## src/rtl/ifetch_ctrl.sv

```systemverilog
// Fetch controller between the PC register and IF/ID.
// One request in flight; a one-entry hold buffer absorbs ID stalls.
module ifetch_ctrl #(
  parameter logic [31:0] RESET_PC  = 32'h0000_3000,
  parameter logic [31:0] NOP_INSTR = 32'h0000_0000
) (
  input  logic        clk,
  input  logic        reset,
  input  logic [31:0] pc,
  output logic        pc_update,
  output logic        im_req_valid,
  output logic [31:0] im_req_addr,
  input  logic        im_req_ready,
  input  logic        im_resp_valid,
  input  logic [31:0] im_resp_data,
  input  logic        id_stall,
  input  logic        redirect,
  output logic        id_valid,
  output logic [31:0] id_instr,
  output logic [31:0] id_pc,
  output logic [31:0] id_pc8,
  output logic        fetch_adel
);

  typedef enum logic [1:0] {
    S_REQ,
    S_WAIT,
    S_HOLD
  } state_t;

  state_t      state;
  logic        drop;
  logic [31:0] hold_instr;
  logic [31:0] hold_pc;

  logic accept;
  logic aligned;
  logic req_fire;
  logic resp_load;
  logic adel_load;
  logic hold_load;

  assign accept    = !id_stall || !id_valid;
  assign aligned   = (pc[1:0] == 2'b00);
  assign req_fire  = im_req_valid && im_req_ready;
  assign resp_load = (state == S_WAIT) && im_resp_valid
                   && !drop && accept;
  assign adel_load = (state == S_REQ) && !aligned && accept;
  assign hold_load = (state == S_HOLD) && !id_stall;

  assign im_req_valid = !reset && (state == S_REQ) && aligned;
  assign im_req_addr  = pc;
  assign id_pc8       = id_pc + 32'd8;

  assign pc_update = !reset && (redirect || resp_load
                   || adel_load || hold_load);

  always_ff @(posedge clk) begin
    if (reset) begin
      state      <= S_REQ;
      drop       <= 1'b0;
      hold_instr <= NOP_INSTR;
      hold_pc    <= RESET_PC;
      id_valid   <= 1'b0;
      id_instr   <= NOP_INSTR;
      id_pc      <= RESET_PC;
      fetch_adel <= 1'b0;
    end else if (redirect) begin
      id_valid   <= 1'b0;
      id_instr   <= NOP_INSTR;
      fetch_adel <= 1'b0;
      // An in-flight or just-accepted request must be swallowed.
      if (state == S_WAIT) begin
        if (im_resp_valid) begin
          state <= S_REQ;
          drop  <= 1'b0;
        end else begin
          drop  <= 1'b1;
        end
      end else begin
        state <= req_fire ? S_WAIT : S_REQ;
        drop  <= req_fire;
      end
    end else begin
      unique case (state)
        S_REQ: begin
          if (req_fire) begin
            state <= S_WAIT;
          end else if (adel_load) begin
            id_valid   <= 1'b1;
            id_instr   <= NOP_INSTR;
            id_pc      <= pc;
            fetch_adel <= 1'b1;
          end
        end
        S_WAIT: begin
          if (im_resp_valid) begin
            if (drop) begin
              drop  <= 1'b0;
              state <= S_REQ;
            end else if (accept) begin
              id_valid   <= 1'b1;
              id_instr   <= im_resp_data;
              id_pc      <= pc;
              fetch_adel <= 1'b0;
              state      <= S_REQ;
            end else begin
              hold_instr <= im_resp_data;
              hold_pc    <= pc;
              state      <= S_HOLD;
            end
          end
        end
        S_HOLD: begin
          if (!id_stall) begin
            id_valid   <= 1'b1;
            id_instr   <= hold_instr;
            id_pc      <= hold_pc;
            fetch_adel <= 1'b0;
            state      <= S_REQ;
          end
        end
        default: state <= S_REQ;
      endcase
    end
  end

endmodule

```

## config.mk

```make
export PLATFORM = sky130hd
export DESIGN_NAME = ifetch_ctrl
export DESIGN_NICKNAME = d
export VERILOG_FILES = /design/src/rtl/ifetch_ctrl.sv
export SDC_FILE = /design/constraint.sdc
export NUM_CORES = 1
export LEC_CHECK = 0
export ABC_AREA = 1
export CELL_PAD_IN_SITES_DETAIL_PLACEMENT = 0
export CELL_PAD_IN_SITES_GLOBAL_PLACEMENT = 2
export CORE_MARGIN = 8
export CORE_UTILIZATION = 25
export CTS_CLUSTER_DIAMETER = 100
export DETAILED_ROUTE_END_ITERATION = 6
export PLACE_DENSITY = 0.91
export REMOVE_ABC_BUFFERS = 1
export SETUP_SLACK_MARGIN = 0.02
export SYNTH_ARGS = -nofsm -noshare
export SYNTH_HDL_FRONTEND = slang
export SYNTH_SLANG_ARGS = --single-unit
```

## constraint.sdc

```tcl
create_clock -name clk -period 1.85 [get_ports clk]
set_input_delay 0.37 -clock clk [delete_from_list [all_inputs] [get_ports clk]]
set_output_delay 0.37 -clock clk [all_outputs]
set_load 0.02 [all_outputs]
```

Word-level counts from Yosys, hierarchy flattened:

Index checks and enable logic that the tools add are counted.

* flip-flop bits (word level): 133
* input bits: 70

* reductions and logical operators: 30
* add/subtract/negate cells: 1
* bitwise logic cells: 3
* muxes and demuxes: 41
* equal/unequal tests: 10

Operator list (number)
* two-way mux 32 bit: 12
* case mux 32 bit (3 select lines): 2
* adder 32 x 4 -> 32 bit, second input constant: 1
* two-way mux 1 bit: 16
* two-way mux 2 bit: 8
* != test 2 bit, second input constant: 6
* logical AND 1 bit: 10
* AND reduction 8 bit: 1
* AND reduction 7 bit: 1
* != test 3 bit, second input constant: 2
* case mux 1 bit (3 select lines): 2
* case mux 2 bit (3 select lines): 1
* logical NOT 1 bit: 5
* AND reduction 5 bit: 1
* logical NOT 2 bit: 2
* logical OR 1 bit: 4
* nonzero test 2 bit: 2
* NOT 1 bit: 3
* AND reduction 3 bit: 1
* nonzero test 3 bit: 1
* == test 2 x 1 -> 1 bit, second input constant: 1
* == test 2 bit, second input constant: 1
* AND reduction 2 bit: 1
* OR reduction 2 bit: 1

Longest topological paths before layout:

Gate-level depths: netlist (run 1).

* word-level depth: 8
* mapped depth: 11
* mapped depth without buffers: 9

Worst setup path after synthesis (run 1):

Ideal clock, no wire load.

* kind: register to output
* start point: reg id_pc[4]
* end point: out id_pc8[19]
* path buffers: 0
* slack: -137 ps
* arrival time: 1617 ps
* cell stages (with the launch flop): 5
* cells stage by stage: dfxtp_1 -> ha_1 -> nand3_2 -> nor3_1 -> xor2_1

* cells in the longest elaborated chain, start to end: 1

Ends and longest elaborated chain
* from (decl): line 20 `output logic [31:0] id_pc,`
* from (signal assigned): line 92 `id_pc <= pc;`
* from (signal assigned): line 104 `id_pc <= pc;`
* from (signal assigned): line 118 `id_pc <= hold_pc;`
* adder 32 x 4 -> 32 bit: line 53 `assign id_pc8 = id_pc + 32'd8;`
* to (decl): line 21 `output logic [31:0] id_pc8,`

No other way between the ends.

Final worst setup path (run 1):

* start point: reg id_pc[3]
* end point: out id_pc8[31]

Same word-level chain as after synthesis.

==> run summary, run 1 <==
status = complete, but fails checks
failing checks = setup timing
CP cell instances = ha_4, nand3_4, buf_6, nor3b_4, buf_4, nand2_1, nand2_1, nand2_2, buf_6
final instance area = 11860 um^2
Hold Path Class = in2reg
final slew viol count = 0
worst stage delay on the critical path = 350 ps
antenna fix cells = 0
clk sinks = 133
Vias/cell = 4.451
layout cell share with drive strength beyond 1 = 0.2490
Die X = 186.3 um
PnR worst setup slack = -354.4 ps
placed cell count = 1780
GRT Util Overall = 0.1589
PortBufs = 201
DR pass1 iterations = 5
Non-Filler Instances = 1838
placed cell area = 10540 um^2
startpoint types = register
Mapped Cells = 1140
H-tree levels = 4
GRT overflow = 0
final hold vios = 0
Mapped Avg Cell Area = 6.361 um^2
Vias = 8181
synthesized cell area = 7252 um^2
Worst Path Arrival = 1830 ps
CTS buffer count = 17
# DRC = 0
worst path required time = 1480 ps
largest net degree at the start of global routing = 69
Root Driver = clkbuf_16
Core Util, Final = 0.4142
Ports = 202
top cell type's share of synthesized area = 0.3671
routed len/inst = 15.38 um
maximum clock path buffer count = 2
DR iter-0 viols = 346
TNS Setup = -5934 ps
final WL = 28270 um
Initial Util = 0.2533
Reg clk slew, reported paths = 70 ps
first-pass GRT wire length = 45080 um
P&R area growth vs syn = 63.47%
net count of the finished layout = 1517
post-synthesis sequential area ratio = 0.3671
TritonCTS clock tree = yes
Final Setup Violations = 26
crit path max fanout = 5
power per cell area = 861.7 nW/um^2
Cell variety after synth = 31
antenna violations before repair = 2
Yosys reg bits = 133
relative slew slack = 0.5080
post-layout minimum cycle time = 2204 ps
critical path capture point type = primary output
max cap viols = 0
Detail Route Antenna Nets = 0
cell with the largest stage delay on the worst path = dfxtp_2
synth warn = 0
synth top area cells = dfxtp_1, nand2_1, nor2_1
maximum VDD drop = 0.5309 mV
core region area = 28630 um^2
crit path kind = reg2out
RSZ-0062 raised after global routing = yes
vias in the first global route = 8222
HPWL after detailed placement = 19300 um
GPL Wtd Cong = 0.8629
period utilization = 1.192
Pleak = 5.571 nW
Setup Skew = 10.12 ps
worst skew pair latency = 420 ps
Worst-Margin Slew = 738.0 ps
Die ar. = 34710 um^2
FMAX = 0.4536 GHz
largest area contributor in the netlist = dfxtp_1
Design Power = 10.22 mW
Die H = 186.3 um
hold buffer count at cts = 0
Rows = 62
## cell usage after synthesis
library cell,n
nand2_1,419
nor2_1,165
dfxtp_1,133
a21oi_1,103
inv_1,72
nand4_1,60
buf_4,41
clkbuf_1,29
buf_2,28
nand3_1,15
nor3_1,10
xor2_1,10
nand3b_1,8
o21ai_0,7
ha_1,6
nand2_2,5
xnor2_1,5
buf_6,3
inv_2,3
nor2_2,3
buf_1,2
nand3_2,2
nor2_8,2
o211ai_1,2
clkinv_1,1
nand3_4,1
nor2_4,1
nor3_2,1
nor3b_1,1
o2111ai_1,1
o21ai_4,1
## through the flow
step / worst slack (ps) / hold WS [ps]
2_1_floorplan: -2173 / 439.1
3_3_place_gp: -414.6 / 450.5
3_5_place_dp: -421.6 / 454.8
4_1_cts: -400.9 / 366.5
5_1_grt: -460.2 / 372.3
6_report: -354.4 / 364.4
## sequential cells by signal, indices dropped and copies added, names as in the netlist
signal,flops
state,2
fetch_adel,1
id_valid,1
drop,1
id_pc,32
hold_pc,32
hold_instr,32
id_instr,32
## worst max-delay path, delay by kind of cell, from the launching register on
family                   cells  cell delay [ps]
flip-flops                   1              350
buffers and inverters        3              420
adder cells (fa/ha/maj)      1              150
AND/OR/NAND/NOR              5              490
## cells by family (layout without fill, tap and decap cells)
kind of cell	Yosys count	after routing	share of synthesized area
simple gates	693	696	0.4011
buf+inv	179	490	0.1218
flops	133	133	0.3671
compound gates	114	114	0.08143
xor+xnor	15	15	0.01812
fa+ha+maj	6	6	0.01035
## where the power goes
part,total (mW),internal (mW),switching (mW),leakage [nW]
sequential,3.25,3.07,0.175,1.09
combinational,3.57,1.55,2.02,4.20
clock,3.40,1.92,1.48,0.277
## placed cells by master, fill, tap and decap left out, drive strengths merged
cell type | netlist | layout
nand3b | 8 | 8
bufinv | 0 | 1
nor3b | 1 | 1
o211ai | 2 | 2
nand4 | 60 | 60
clkinvlp | 0 | 3
o2111ai | 1 | 1
nor3 | 11 | 11
xor2 | 10 | 10
dlymetal6s2s | 0 | 8
a21oi | 103 | 103
clkinv | 1 | 4
xnor2 | 5 | 5
ha | 6 | 6
dlygate4sd2 | 0 | 63
nand2 | 424 | 424
clkdlybuf4s15 | 0 | 1
o21ai | 8 | 8
clkbuf | 29 | 19
dfxtp | 133 | 133
clkdlybuf4s50 | 0 | 100
inv | 75 | 82
buf | 74 | 209
nor2 | 171 | 173
nand3 | 18 | 19
## routing by layer
layer | track usage | share of wire | wire (um) | vias to the layer above
met4 | 0.03017 | 0.010 | 294 | 4
met5 | 0 | 0.00078 | 22 | -
li1 | - | - | - | 4174
met1 | 0.1937 | 0.44 | 12560 | 3769
met2 | 0.2699 | 0.48 | 13500 | 208
met3 | 0.05239 | 0.067 | 1894 | 26
## what timing repair did
item | CTS | global route
buffers inserted | 13 | 9
gates resized for setup | 308 | 79
endpoints found under the setup margin | 169 | 114
cloned | 3 | 1
pin swaps | 22 | 40
## worst paths after layout
kind                              to  cells after the start                     from  slack, ps
min                drop$_SDFFE_PP0P_                      3                    reset        360
min reg2reg  hold_pc[2]$_SDFFE_PP0P_                      2  hold_pc[2]$_SDFFE_PP0P_        460
max                       id_pc8[31]                      9    id_pc[3]$_SDFFE_PP0P_       -350
max reg2reg   id_pc[28]$_SDFFE_PP0P_                     12    state[0]$_SDFFE_PP0P_         90
## layout make-up
type,count,area [um^2]
multi-input combinational,831,4237
inverter,76,300.3
tap,384,480.5
clock buffer,18,439.2
fill,2973,16770
clock inverter,14,138.9
sequential,133,2710
timing repair buffer,382,3550
Power figures use the tool's default switching activity.
==> inputs of run 2 (changes only) <==
SETUP_SLACK_MARGIN = unset   (was 0.02)
==> run 2 against run 1 <==
The run still ends with setup timing left. Final area grew 0.47%. Via count grew 0.26%. Critical path depth is the same. Flip-flop and latch count unchanged. Critical path type unchanged.
==> run summary, run 2 (synthesized netlist as in run 1, its figures left out) <==
Design Power = 10.23 mW (+0.16%)
worst slack, placed = -421.6 ps (unchanged)
DR iter-0 viols = 325 (-6.1%)
cell with the largest stage delay on the worst path = dfxtp_2
failing checks = setup timing
Die X = 186.3 um (unchanged)
startpoint types = register
H-tree levels = 4 (unchanged)
maximum VDD drop = 0.5345 mV (+0.67%)
most frequent cells in the layout = nand2_1, buf_4, nor2_1
multi-input logic area = 4239 um^2 (about the same)
core region area = 28630 um^2 (unchanged)
Fillers = 2955 (-0.61%)
worst skew pair latency = 420 ps (about the same)
Initial Util = 0.2533 (unchanged)
Root Driver = clkbuf_16
FF-to-FF Start = state[0]$_SDFFE_PP0P_
routed len/inst = 15.39 um (about the same)
CP startpoint = id_pc[3]$_SDFFE_PP0P_
Hold Crit Start = reset
clk sinks = 133 (unchanged)
net count of the finished layout = 1516 (-0.066%)
PortBufs = 201 (unchanged)
RSZ-0062 raised after global routing = yes
FMAX = 0.4534 GHz (about the same)
Die ar. = 34710 um^2 (unchanged)
Detail Route Antenna Nets = 0 (unchanged)
register area = 2710 um^2 (unchanged)
layout cell share with drive strength beyond 1 = 0.2491 (about the same)
HPWL after detailed placement = 19300 um (unchanged)
post-layout minimum cycle time = 2206 ps (+1.195 ps)
P&R area growth vs syn = 64.25%
Rows = 62 (unchanged)
commonest non-fill, non-tap cell in the layout = nand2_1
DR pass1 iterations = 5 (unchanged)
TritonCTS clock tree = yes
Core Util, Final = 0.4161 (+0.001967)
crit path kind = reg2out
final slew viol count = 0 (unchanged)
relative slew slack = 0.5011 (-0.006946)
status = complete, but fails checks
vias in the first global route = 8237 (+0.18%)
Worst Path Arrival = 1840 ps (about the same)
Pleak = 5.652 nW (+1.4%)
critical path capture point type = primary output
Vias = 8202 (+0.26%)
# DRC = 0 (unchanged)
crit path max fanout = 5 (unchanged)
maximum clock path buffer count = 2 (unchanged)
final hold vios = 0 (unchanged)
antenna fix cells = 0 (unchanged)
worst path required time = 1480 ps (about the same)
Reg clk slew, reported paths = 70 ps (about the same)
worst stage delay on the critical path = 350 ps (about the same)
period utilization = 1.192 (about the same)
max cap viols = 0 (unchanged)
Hold Path Class = in2reg
Ports = 202 (unchanged)
final WL = 28270 um (about the same)
antenna violations before repair = 2 (unchanged)
GRT overflow = 0 (unchanged)
Vias/cell = 4.465 (+0.31%)
Setup Skew = 9.507 ps (-0.6139 ps)
largest net degree at the start of global routing = 69 (unchanged)
PnR worst setup slack = -355.6 ps (-1.195 ps)
Final Setup Violations = 26 (unchanged)
CTS buffer count = 17 (unchanged)
CP cell instances = ha_4, nand3_4, buf_6, nor3b_4, buf_4, nand2_1, nand2_1, nand2_2, buf_6
GPL Wtd Cong = 0.8629 (unchanged)
Die H = 186.3 um (unchanged)
first-pass GRT wire length = 45080 um (about the same)
power per cell area = 858.9 nW/um^2 (-0.32%)
GRT Util Overall = 0.1589 (unchanged)
Worst-Margin Slew = 748.4 ps (+10.42 ps)
==> run 2: cell count changes in the layout (fill, tap and decap cells not counted), sizes merged <==
cell,delta
dlymetal6s2s,+15
buf,-1
clkdlybuf4s50,+9
dlygate4sd2,-24
==> run 2: path summary, 6_finish.rpt <==
path | endpoint | slack (ps) | cells past startpoint
max | id_pc8[31] | -360 | 9
min reg2reg | hold_pc[2]$_SDFFE_PP0P_ | 460 | 2
min | drop$_SDFFE_PP0P_ | 370 | 3
max reg2reg | id_pc[27]$_SDFFE_PP0P_ | 100 | 12
==> run 2: where the power goes <==
| part | leakage [nW] | internal, mW | total [mW] | switching [mW] |
|---|---|---|---|---|
| registers | 1.09 | 3.07 | 3.25 | 0.175 |
| logic | 4.28 | 1.56 | 3.58 | 2.01 |
| clock network | 0.277 | 1.92 | 3.41 | 1.48 |
| total | 5.65 | 6.56 | 10.2 | 3.67 |
==> run 2: critical path, delay by kind of cell (launching register included) <==
family | cells | cell delay [ps]
adders and majority gates | 1 | 150
buffers and inverters | 3 | 420
DFF | 1 | 350
and+or+nand+nor | 5 | 490
==> run 2: stage by stage <==
stage	instances	setup TNS, ps	hold slack (ps)	area (um^2)
after floorplan	1037	-200580	439.1	6654
after global placement	1780	-32760	450.5	10540
after detailed placement	1780	-37730	454.8	10540
after CTS	1828	-6167	366.5	11510
after global routing	1837	-8711	372.3	11910
final	1837	-5956	371.8	11910
==> run 2: final cells by class <==
type	instances	area share
clock buffers	18	0.03687
clock inverters	14	0.01166
inverters	76	0.02500
multi-input cells	831	0.3559
flip-flops and latches	133	0.2275
well taps	384	0.04034
repair buffers	381	0.3027
==> run 2: metal layers <==
metal | vias up | wire length, um | global-route usage
met4 | 4 | 305 | 0.03017
met2 | 231 | 13480 | 0.2701
met5 | - | 22 | 0
met1 | 3770 | 12470 | 0.1936
li1 | 4169 | - | -
met3 | 28 | 2001 | 0.05239
==> run 2: repair_timing <==
action | in CTS | in global routing
resized for setup | 283 | 94
hold buffers | 0 | 0
pin swaps | 18 | 41
setup endpoints to repair | 132 | 113
gates cloned | 3 | 1
setup buffers | 13 | 8
==> inputs of run 3 (changes only) <==
RECOVER_POWER = 50   (was unset)
==> run 3 against run 2 <==
The flow still finishes with violations (setup timing). Maximum frequency is essentially flat. Critical path depth is the same. Sequential power is essentially flat. Clock skew grew 0.56 ps. Non-clock buffer count is the same. Die area is the same. Routed wire length grew 0.28%. Sequential share of layout area grew 0.50 points. Clock-buffer cell count is the same. Largest cell class unchanged. Largest power group unchanged.
==> run summary, run 3 (synthesized netlist as in run 1, its figures left out) <==
# DRC = 0 (unchanged)
final WL = 28350 um (+0.28%)
routed len/inst = 15.43 um (+0.28%)
PortBufs = 201 (unchanged)
maximum clock path buffer count = 2 (unchanged)
GPL Wtd Cong = 0.8629 (unchanged)
CTS buffer count = 17 (unchanged)
clk sinks = 133 (unchanged)
hold buffer count at cts = 0 (unchanged)
worst skew pair latency = 420 ps (about the same)
cell with the largest stage delay on the worst path = dfxtp_2
Ports = 202 (unchanged)
final hold vios = 0 (unchanged)
GRT Util Overall = 0.1589 (unchanged)
power per cell area = 873.7 nW/um^2 (+1.7%)
Die ar. = 34710 um^2 (unchanged)
post-layout minimum cycle time = 2204 ps (-1.211 ps)
worst path required time = 1480 ps (about the same)
largest net degree at the start of global routing = 69 (unchanged)
first-pass GRT wire length = 45080 um (unchanged)
crit path kind = reg2out
DR pass1 iterations = 5 (unchanged)
register area = 2705 um^2 (-0.18%)
net count of the finished layout = 1516 (unchanged)
RSZ-0062 raised after global routing = yes
Vias = 8188 (-0.17%)
antenna violations before repair = 2 (unchanged)
Final Setup Violations = 94 (+260%)
startpoint types = register
Die H = 186.3 um (unchanged)
Worst path top cell family by delay = simple AND/OR/NAND/NOR gates
worst stage delay on the critical path = 350 ps (about the same)
Rows = 62 (unchanged)
Die X = 186.3 um (unchanged)
HPWL after detailed placement = 19300 um (unchanged)
most frequent cells in the layout = nand2_1, buf_4, nor2_1
Non-Filler Instances = 1837 (unchanged)
layout cell share with drive strength beyond 1 = 0.2429 (-0.006194)
critical path capture point type = primary output
H-tree levels = 4 (unchanged)
vias in the first global route = 8237 (unchanged)
antenna fix cells = 0 (unchanged)
Fillers = 3015 (+2.0%)
Setup Skew = 10.07 ps (+0.5623 ps)
CP cell instances = ha_4, nand3_4, buf_6, nor3b_4, buf_4, nand2_1, nand2_1, nand2_2, buf_6
DR iter-0 viols = 356 (+9.5%)
Vias/cell = 4.457 (-0.17%)
GRT overflow = 0 (unchanged)
Reg clk slew, reported paths = 70 ps (about the same)
Reg2Reg Setup Slack = -140 ps (-240 ps)
WP buf/inv = 3 (unchanged)
failing checks = setup timing
Worst-Margin Slew = 753.5 ps (+5.064 ps)
Worst Path Arrival = 1830 ps (about the same)
core region area = 28630 um^2 (unchanged)
status = complete, but fails checks
maximum VDD drop = 0.5345 mV (about the same)
Initial Util = 0.2533 (unchanged)
P&R area growth vs syn = 60.46%
Hold Path Class = in2reg
final slew viol count = 0 (unchanged)
period utilization = 1.192 (about the same)
hold slack final = 373.3 ps (+1.543 ps)
relative slew slack = 0.4977 (-0.003376)
commonest non-fill, non-tap cell in the layout = nand2_1
max cap viols = 0 (unchanged)
multi-input logic area = 4219 um^2 (-0.47%)
TritonCTS clock tree = yes
crit path max fanout = 5 (unchanged)
Detail Route Antenna Nets = 0 (unchanged)
placed cell count = 1780 (unchanged)
Root Driver = clkbuf_16
PnR worst setup slack = -354.4 ps (+1.211 ps)
Pleak = 5.343 nW (-5.5%)
FMAX = 0.4536 GHz (about the same)
run 3: path summary, 6_finish.rpt:
path                                                  from                    endpoint  depth (start not counted)
worst max-delay path                 id_pc[3]$_SDFFE_PP0P_                  id_pc8[31]                          9
worst min-delay path                                 reset           drop$_SDFFE_PP0P_                          3
worst max register to register       state[0]$_SDFFE_PP0P_      id_pc[28]$_SDFFE_PP0P_                         12
worst min register to register  hold_instr[8]$_SDFFE_PP0P_  hold_instr[8]$_SDFFE_PP0P_                          2
run 3: timing repair:
action                                  in CTS  in global routing
endpoints found under the hold margin        0                  0
resized for setup                          283                 94
pin swaps                                   18                 41
setup buffers                               13                  8
endpoints found under the setup margin     132                113
gates cloned                                 3                  1
run 3: where the power goes:
| group | switching, mW | leakage, nW | internal (mW) |
|---|---|---|---|
| logic | 2.02 | 3.98 | 1.51 |
| clock network | 1.48 | 0.277 | 1.92 |
| registers | 0.172 | 1.09 | 3.07 |
| total | 3.66 | 5.34 | 6.50 |
run 3: worst min-delay path, delay by kind of cell:
| kind | cells | cell delay (ps) |
|---|---|---|
| compound gates | 1 | 30 |
| buf+inv | 2 | 340 |
run 3: layout make-up:
type,instances,share of cell area
inverters,76,0.02505
clock inverters,14,0.01194
multi-input cells,831,0.3626
well taps,384,0.04129
repair buffers,381,0.2889
flip-flops and latches,133,0.2325
clock buffers,18,0.03774
run 3: stage by stage:
stage | cell area (um^2) | power [mW] | utilization | worst slack [ps] | setup TNS [ps]
floorplan | 6654 | 4.707 | - | -2173 | -200580
global placement | 10540 | 6.610 | 0.3680 | -414.6 | -32760
detailed placement | 10540 | 6.632 | 0.3680 | -421.6 | -37730
CTS | 11510 | 10.23 | 0.4022 | -401.0 | -6167
global route | 11640 | 10.74 | 0.4065 | -460.2 | -24900
finish | 11640 | 10.17 | 0.4065 | -354.4 | -11790
run 3: per-layer routing:
layer	global-route usage	wire length, um	share of wire	vias up
li1	-	-	-	4171
met3	0.05239	1855	0.065	27
met2	0.2701	13470	0.48	232
met5	0	27	0.00095	-
met1	0.1936	12700	0.45	3754
met4	0.03017	304	0.011	4
